### config.mk
export PLATFORM = sky130hd
export DESIGN_NAME = ahb_flash_reader
export DESIGN_NICKNAME = d
export VERILOG_FILES = /design/src/rtl/flash_reader_pkg.sv /design/src/rtl/ahb_flash_reader.sv
export SDC_FILE = /design/constraint.sdc
export NUM_CORES = 1
export LEC_CHECK = 0
export CAP_MARGIN = 10
export CORE_UTILIZATION = 55
export DETAILED_ROUTE_END_ITERATION = 12
export DONT_BUFFER_PORTS = 1
export PLACE_DENSITY = 0.7
export SYNTH_ARGS = -nofsm -noshare
export SYNTH_HDL_FRONTEND = slang
export SYNTH_SLANG_ARGS = --single-unit
### constraint.sdc
create_clock -name HCLK -period 4 [get_ports HCLK]
set_input_delay 0.8 -clock HCLK [delete_from_list [all_inputs] [get_ports HCLK]]
set_output_delay 0.8 -clock HCLK [all_outputs]
set_load 0.01 [all_outputs]
### src/rtl/flash_reader_pkg.sv
// flash_reader_pkg: shared constants and state encoding for the quad-SPI flash reader
package flash_reader_pkg;
    localparam logic [7:0] CMD_QIOR  = 8'hEB;
    localparam logic [7:0] MODE_BYTE = 8'h00;
    localparam int CMD_LEN  = 8;
    localparam int ADDR_LEN = 6;
    localparam int MODE_LEN = 2;
    localparam int DATA_LEN = 8;
    typedef enum logic [2:0] {IDLE, CMD, ADDR, MODE, DUMMY, DATA, DONE} state_t;
endpackage

### src/rtl/ahb_flash_reader.sv
// ahb_flash_reader: AHB-Lite read-only slave fetching words via quad-SPI Fast Read (0xEB) with a one-word buffer
module ahb_flash_reader
    import flash_reader_pkg::*;
#(
    parameter int DUMMY_CYCLES = 4,
    parameter int ADDR_BITS    = 24
) (
    input  logic        HCLK,
    input  logic        HRESETn,
    input  logic        HSEL,
    input  logic [31:0] HADDR,
    input  logic [1:0]  HTRANS,
    input  logic        HWRITE,
    input  logic        HREADY,
    input  logic [31:0] HWDATA,
    input  logic [2:0]  HSIZE,
    output logic        HREADYOUT,
    output logic [31:0] HRDATA,
    input  logic        inval,
    output logic        sck,
    output logic        ce_n,
    output logic [3:0]  dout,
    output logic        douten,
    input  logic [3:0]  din
);
    localparam int DW = $clog2(DUMMY_CYCLES + 1);
    state_t state, state_n;
    logic ph, buf_valid, fill_ok, rd_hit, active, idle, last, acc, hit, unused;
    logic [2:0] cnt, len_m1;
    logic [DW-1:0] dcnt;
    logic [31:0] sr, buf_data, word;
    logic [ADDR_BITS-3:0] buf_tag;
    assign unused = ^{HWDATA, HSIZE, HADDR[31:ADDR_BITS], HADDR[1:0], HTRANS[0]};
    assign word = {sr[7:0], sr[15:8], sr[23:16], sr[31:24]};
    always_comb begin
        idle   = state == IDLE || state == DONE;
        active = !idle;
        len_m1 = state == CMD ? 3'(CMD_LEN - 1) : state == ADDR ? 3'(ADDR_LEN - 1) :
                 state == MODE ? 3'(MODE_LEN - 1) : 3'(DATA_LEN - 1);
        last   = ph && (state == DUMMY ? dcnt == DW'(DUMMY_CYCLES - 1) : cnt == len_m1);
        // a word still in DONE is forwarded so a pipelined re-read of it hits
        hit    = buf_tag == HADDR[ADDR_BITS-1:2] && (buf_valid || (state == DONE && fill_ok && !inval));
        acc    = idle && HSEL && HREADY && HTRANS[1] && !HWRITE;
        state_n = idle ? (acc && !hit ? CMD : IDLE) :
                  !last ? state :
                  state == CMD ? ADDR : state == ADDR ? MODE : state == MODE ? DUMMY :
                  state == DUMMY ? DATA : DONE;
        dout   = state == CMD ? {3'b110, CMD_QIOR[3'd7 - cnt]} :
                 state == ADDR ? sr[31:28] :
                 state == MODE ? (cnt[0] ? MODE_BYTE[3:0] : MODE_BYTE[7:4]) : 4'h0;
        douten = state == CMD || state == ADDR || state == MODE;
        sck    = ph;
        ce_n   = idle;
        HREADYOUT = idle;
        HRDATA = state == DONE ? word : rd_hit ? buf_data : 32'h0;
    end
    always_ff @(posedge HCLK or negedge HRESETn)
        if (!HRESETn) state <= IDLE;
        else state <= state_n;
    always_ff @(posedge HCLK or negedge HRESETn) begin
        if (!HRESETn) begin
            ph        <= 1'b0;
            cnt       <= '0;
            dcnt      <= '0;
            sr        <= '0;
            buf_tag   <= '0;
            buf_data  <= '0;
            buf_valid <= 1'b0;
            fill_ok   <= 1'b0;
            rd_hit    <= 1'b0;
        end else begin
            ph     <= active ? ~ph : 1'b0;
            cnt    <= (!active || last) ? '0 : cnt + 3'(ph && state != DUMMY);
            dcnt   <= state == DUMMY ? dcnt + DW'(ph) : '0;
            rd_hit <= acc && hit;
            if (acc && !hit) begin
                sr        <= {HADDR[ADDR_BITS-1:2], 2'b00, 8'h00};
                buf_tag   <= HADDR[ADDR_BITS-1:2];
                buf_valid <= 1'b0;
                fill_ok   <= !inval;
            end else begin
                if (ph && state == ADDR) sr <= {sr[27:0], 4'h0};
                if (ph && state == DATA) sr <= {sr[27:0], din};
                if (state == DONE) buf_data <= word;
                buf_valid <= (buf_valid || (state == DONE && fill_ok)) && !inval;
                fill_ok   <= fill_ok && !inval;
            end
        end
    end
endmodule

==> results_dict.tcl, run 1 <==
set metrics [dict create \
    status "finished clean" \
    drt_iter0_drc 237 \
    sw_frac_of_total 0.324 \
    max-cap-violations 0 \
    tns_ns 0 \
    p_leak_nw 2.55 \
    avgSynthCellArea_um2 10.2 \
    r2r-start "state[1]" \
    dr.pass1.iters 5 \
    portBuffers 0 \
    tightest_slew_ns 1.11 \
    die-area_mm2 0.0101 \
    whs_ns 0.121 \
    p_sw_w 0.000934 \
    final.min_clock_period_ns 2.85 \
    cts_sinks 99 \
    grt_overflow 0 \
    hold_path.class "in -> async" \
    ir_worst_vdd_mv 0.260 \
    grt_start_max_net_pins 100 \
    via_per_inst 6.04 \
    antennaDiodeCount 0 \
    drc 0 \
    ys_types 45 \
    ant_nets 0 \
    crit_required_ns 3.20 \
    power_w 0.00288 \
    vias 3858 \
    initial_core_util 0.572 \
    p_seq_frac 0.534 \
    setup_viol 0 \
    intPower_w 0.00194 \
    wl_per_cell_um 18.6 \
    grt_pass1_vias 3607 \
    worst_ep_arrival_time_ns 2.05 \
    path_clk_slew_ns 0.10 \
    cts_inserted_buffers 9 \
    final_hold_viol_count 0 \
    clock_path_buffers 2 \
    grt_pass1_wl_um 19100 \
    dpl.hpwl_um 8120 \
    antenna_found_initial 0 \
    ys_ff_latch 99 \
    max_freq_mhz 351 \
    fin_skew_ns 0.0169 \
    cts-hold-fix-buffers 0 \
    reg2reg_setup_slack_ns 1.39 \
    timing.rr.end "sr[15]" \
    core_region_area_mm2 0.00933 \
    ctsResizeCount 0 \
    synth_edf_count 0 \
    row_count 35 \
    rsz0062_at_grt "no" \
    p_comb_frac 0.258 \
    max_slew_margin 0.261 \
    drt_wl_total_um 11900 \
    synth-warning-count 0 \
    end_kind "output pin" \
    die_w_um 101 \
    post_cts.repair.setup_buffers 0 \
    r2r.worst_path.cells 5 \
    power_density_mw_per_mm2 515 \
    io_pins 119 \
    cp_max_fo 64 \
    syn_nets 605 \
    synthToLayoutAreaGrowth_pct 4.62 \
    post-route-period-util 0.713 \
    drive_above_1_share 0.157 \
    yosysSeqAreaShare 0.464 \
    netlist_instances 522 \
    async_flop_share 1.00 \
    insertion_delay_ns 0.37 \
    gp_congestion 0.810 \
    slew_viol_final 0 \
    grt_usage 0.246 \
    clock-root-buffer "clkbuf_8" \
    crit_type "reg -> out" \
    final_net_count 588 \
    worstSetupStartpointType "flip-flop" \
    ys.flop_type "dfrtp_1" \
    power.share.clock 0.208 \
    cts_tree "yes" \
    h-tree-depth 3 \
    die_h_um 101 \
    syn_area_mm2 0.00534 \
]
==> state kept, by name (all words and copies together), names as in the netlist, named ones only <==
register / flops
rd_hit: 1
dcnt: 3
state: 2
cnt: 3
buf_valid: 1
sck: 1
buf_data: 32
buf_tag: 22
fill_ok: 1
sr: 32
==> worst max path at each step <==
stage / start / end / slack (ns) / depth (start not counted)
final: state[0] / HRDATA[20] / 1.15 / 4
after global routing: state[0] / HRDATA[12] / 1.0 / 4
after floorplan: state[0] / HRDATA[10] / 1.63 / 6
after CTS: state[0] / HRDATA[20] / 1.16 / 4
after global placement: HADDR[2] / buf_tag[5] / 1.37 / 6
after detailed placement: HADDR[2] / buf_tag[4] / 1.36 / 6
==> through the flow <==
stage / instances / utilization / cell area (um^2) / setup slack, ns
finish: 639 / 0.599 / 5590 / 1.15
global route: 639 / 0.599 / 5590 / 0.995
CTS: 639 / 0.599 / 5590 / 1.16
detailed placement: 623 / 0.579 / 5410 / 1.36
global placement: 623 / 0.579 / 5410 / 1.37
floorplan: 522 / - / 5340 / 1.63
==> layout by cell type, fill, tap and decap left out, types with 2 or more instances in the layout <==
master	synthesis	layout
mux2_2	41	41
nor4_1	9	9
nor2_1	20	19
mux2_4	6	6
buf_4	5	11
nand4b_1	2	2
clkinvlp_4	0	4
nor3_1	2	2
clkbuf_8	0	10
mux2i_1	9	9
xnor2_1	5	5
ha_1	4	4
nor2b_1	2	2
o21ai_0	3	3
nand2b_1	4	4
o211ai_1	64	64
dfrtp_1	99	99
a21oi_1	4	4
nand2_1	102	102
nand3b_1	2	2
inv_1	5	5
mux2_1	19	19
a32o_1	4	4
xor2_1	22	22
o31ai_1	2	2
nand3_1	34	34
and2_1	3	3
==> routing by layer <==
| metal | routed length (um) | part of all wire | vias up | GRT usage |
|---|---|---|---|---|
| li1 | - | - | 1823 | - |
| met1 | 5660 | 0.48 | 1913 | 0.371 |
| met2 | 5300 | 0.45 | 111 | 0.353 |
| met3 | 765 | 0.064 | 11 | 0.0576 |
| met4 | 132 | 0.011 | 0 | 0.0713 |
| met5 | 0 | 0 | - | 0 |
==> area by class of cell <==
| class | count | area [um^2] |
|---|---|---|
| clock buffer | 11 | 141 |
| clock inverter | 5 | 38.8 |
| fill | 789 | 3740 |
| inverter | 5 | 18.8 |
| multi-input combinational | 379 | 2670 |
| sequential | 99 | 2480 |
| tap | 129 | 161 |
| timing repair buffer | 11 | 82.6 |
==> Yosys cell counts (2+ instances only) <==
cell type	number	area [um^2]
ha_1	4	50.1
nand4b_1	2	17.5
nor3_1	2	10.0
nand3b_1	2	15.0
buf_2	6	30.0
o31ai_1	2	15.0
mux2_1	19	214
nor4_1	9	56.3
a21oi_1	4	20.0
and2_1	3	18.8
nor2_1	20	75.1
buf_6	2	22.5
clkbuf_1	21	78.8
nand2_1	102	383
buf_4	5	37.5
xor2_1	22	193
dfrtp_1	99	2480
nand2b_1	4	25.0
o211ai_1	64	480
buf_1	5	18.8
nand3_1	34	170
nor2b_1	2	12.5
mux2i_1	9	90.1
inv_1	5	18.8
a32o_1	4	40.0
mux2_2	41	462
xnor2_1	5	43.8
mux2_4	6	90.1
o21ai_0	3	15.0
==> logic make-up after synthesis <==
logic type               synth area share
flip-flops                          0.464
adder cells (fa/ha/maj)           0.00937
multiplexers                        0.160
buffers and inverters              0.0387
AO/OA/AOI/OAI                       0.124
XOR/XNOR                           0.0443
AND/OR/NAND/NOR                     0.159
==> worst max-delay path, cell delays in order, from the launching register on <==
cell      delay (ns)
dfrtp_1         0.63
nand3b_1        0.17
buf_4           0.50
nand3_1         0.15
nand2_1         0.20
==> power groups by stage <==
stage | combinational [W] | sequential (W) | clock, W
2_1_floorplan | 0.000675 | 0.00145 | 0
3_3_place_gp | 0.000721 | 0.00154 | 0
3_5_place_dp | 0.000747 | 0.00155 | 0
4_1_cts | 0.000748 | 0.00153 | 0.000611
5_1_grt | 0.000823 | 0.00158 | 0.000661
6_report | 0.000743 | 0.00154 | 0.000598
Note: power is estimated with default switching activity, not from simulation.
==> run 2: changes to the inputs <==
--- a/config.mk
+++ b/config.mk
@@ -5,6 +5,7 @@
 export SDC_FILE = /design/constraint.sdc
 export NUM_CORES = 1
 export LEC_CHECK = 0
+export ABC_AREA = 1
 export CAP_MARGIN = 10
 export CORE_UTILIZATION = 55
 export DETAILED_ROUTE_END_ITERATION = 12
==> constraint.sdc (replaced) <==
create_clock -name HCLK -period 2.9 [get_ports HCLK]
set_input_delay 0.58 -clock HCLK [delete_from_list [all_inputs] [get_ports HCLK]]
set_output_delay 0.58 -clock HCLK [all_outputs]
set_load 0.01 [all_outputs]
==> results_dict.tcl, run 2 <==
set metrics [dict create \
    hold_path.class "in -> async" \
    synth_top_area_frac 0.481 \
    cts_inserted_buffers 9 \
    yosysSeqAreaShare 0.481 \
    worstSetupStartpointType "flip-flop" \
    top_layer "met4" \
    synth_top_area_cell "dfrtp_1" \
    fillers 833 \
    ir_worst_vdd_mv 0.203 \
    post-route-period-util 0.869 \
    synth_edf_count 0 \
    dr_wl_met3_um 689 \
    worst_ep_arrival_time_ns 1.94 \
    tns_ns 0 \
    avgSynthCellArea_um2 7.28 \
    tightest_slew_ns 0.800 \
    insertion_delay_ns 0.36 \
    path_cells "inv_2 -> nor2_2 -> nand2_2 -> buf_4 -> o21ai_0" \
    status "finished clean" \
    max-cap-violations 0 \
    clock_path_buffers 2 \
    setup_viol 0 \
    grt_pass1_vias 3962 \
    die_w_um 98.8 \
    final.min_clock_period_ns 2.52 \
    dr.pass1.iters 5 \
    synthToLayoutAreaGrowth_pct 4.37 \
    grt_usage 0.251 \
    max_stage_delay_ns 0.52 \
    row_count 34 \
    ys_ff_latch 99 \
    crit_required_ns 2.32 \
    grt_pass1_wl_um 19200 \
    cts_sinks 99 \
    drive_above_1_share 0.0475 \
    async_flop_share 1.00 \
    crit_type "reg -> out" \
    r2r.worst_path.cells 11 \
    cp_slowest_cell "o21ai_0" \
    vias 4276 \
    ys_types 25 \
    cp_max_fo 64 \
    final_hold_viol_count 0 \
    wl_per_cell_um 14.3 \
    drc 0 \
    final_net_count 773 \
    synth_most_common_cell "nand2_1" \
    slew_viol_final 0 \
    ys.flop_type "dfrtp_1" \
    drt_iter0_drc 250 \
    placed_cell_area_mm2 0.00517 \
    drt_wl_total_um 11500 \
    antennaDiodeCount 0 \
    end_kind "output pin" \
    syn_area_mm2 0.00515 \
    synth_area_leaders "dfrtp_1 (48%), nand2_1 (16%), nand3_1 (8.5%)" \
    core_region_area_mm2 0.00889 \
    met1Wirelength_um 5550 \
    die-area_mm2 0.00975 \
    die_h_um 98.8 \
    portBuffers 0 \
    finalInstanceArea_mm2 0.00537 \
    grt_overflow 0 \
    syn_nets 790 \
    clock-root-buffer "clkbuf_8" \
    dpl.hpwl_um 7850 \
    max_freq_mhz 397 \
    p_leak_nw 2.98 \
    ys_top_cells_by_count "nand2_1 (214), inv_1 (112), dfrtp_1 (99)" \
    ant_nets 0 \
    max_slew_margin 0.465 \
    grt_start_max_net_pins 100 \
    netlist_instances 707 \
    wl_met2_um 5070 \
    ctsResizeCount 0 \
    io_pins 119 \
    whs_ns 0.125 \
    final_common_cell "nand2_1" \
    path_clk_slew_ns 0.10 \
    reg.largest.list "buf_data: 32 flops, sr: 32 flops, buf_tag: 22 flops" \
    power_density_mw_per_mm2 425 \
    h-tree-depth 3 \
    via_per_inst 5.33 \
    final_cell_mix "nand2_1 (213), inv_1 (112), dfrtp_1 (99)" \
    antenna_found_initial 0 \
    synth-warning-count 0 \
    gp_congestion 0.834 \
    cts_tree "yes" \
    initial_core_util 0.579 \
    fin_skew_ns 0.0107 \
    rsz0062_at_grt "no" \
]
## run 2: area by class of cell
cell class,instances,area [um^2],area share
Sequential cell,99,2480,0.461
Multi-Input combinational cell,457,2070,0.386
Inverter,117,439,0.0817
Clock buffer,12,145,0.0270
Tap cell,108,135,0.0251
Timing Repair Buffer,6,77.6,0.0144
Clock inverter,4,26.3,0.00489
## run 2: kinds of logic (layout without fill, tap and decap cells)
group / after synthesis / in the layout / share of synthesized area
simple gates: 337 / 337 / 0.270
buf+inv: 151 / 139 / 0.118
compound gates: 110 / 110 / 0.110
flops: 99 / 99 / 0.481
xor+xnor: 6 / 6 / 0.0102
fa+ha+maj: 4 / 4 / 0.00972
## run 2: repair_timing
action,in CTS,in global routing
hold endpoints to repair,99,0
hold buffers,1,0
setup buffers,0,0
## run 2: report_power, final
group | switching (W) | internal, W
clock network | 0.000464 | 0.000335
logic | 0.0000642 | 0.0000269
registers | 0.00000394 | 0.00139
## run 2: metal layers
layer / global-route usage / vias to the layer above
met4: 0.0689 / 0
met1: 0.362 / 1998
met3: 0.0624 / 15
li1: - / 2162
met5: 0 / -
met2: 0.379 / 101
## run 2: through the flow
step | total power, W | instances | util | worst slack (ns)
floorplan | 0.00147 | 707 | - | 0.926
global placement | 0.00148 | 786 | 0.582 | 0.653
detailed placement | 0.00148 | 786 | 0.582 | 0.608
CTS | 0.00231 | 803 | 0.604 | 0.350
global route | 0.00238 | 803 | 0.604 | 0.251
finish | 0.00228 | 803 | 0.604 | 0.379
## run 2: worst paths after layout
path | from | endpoint | slack [ns]
setup / recovery | state[1] | HRDATA[0] | 0.38
hold / removal | HRESETn | sr[2] | 0.13
setup reg to reg | state[1] | sr[13] | 0.51
hold reg to reg | buf_data[2] | buf_data[2] | 0.50
max in group asynchronous | HRESETn | sr[15] | 2.38
min in group HCLK | inval | fill_ok | 0.27
## run 2: critical path: cells and delay by family (launching register included)
| kind | cells | cell delay [ns] |
|---|---|---|
| and+or+nand+nor | 2 | 0.21 |
| DFF | 1 | 0.47 |
| AOI/OAI and AO/OA | 1 | 0.52 |
| buffers and inverters | 2 | 0.38 |
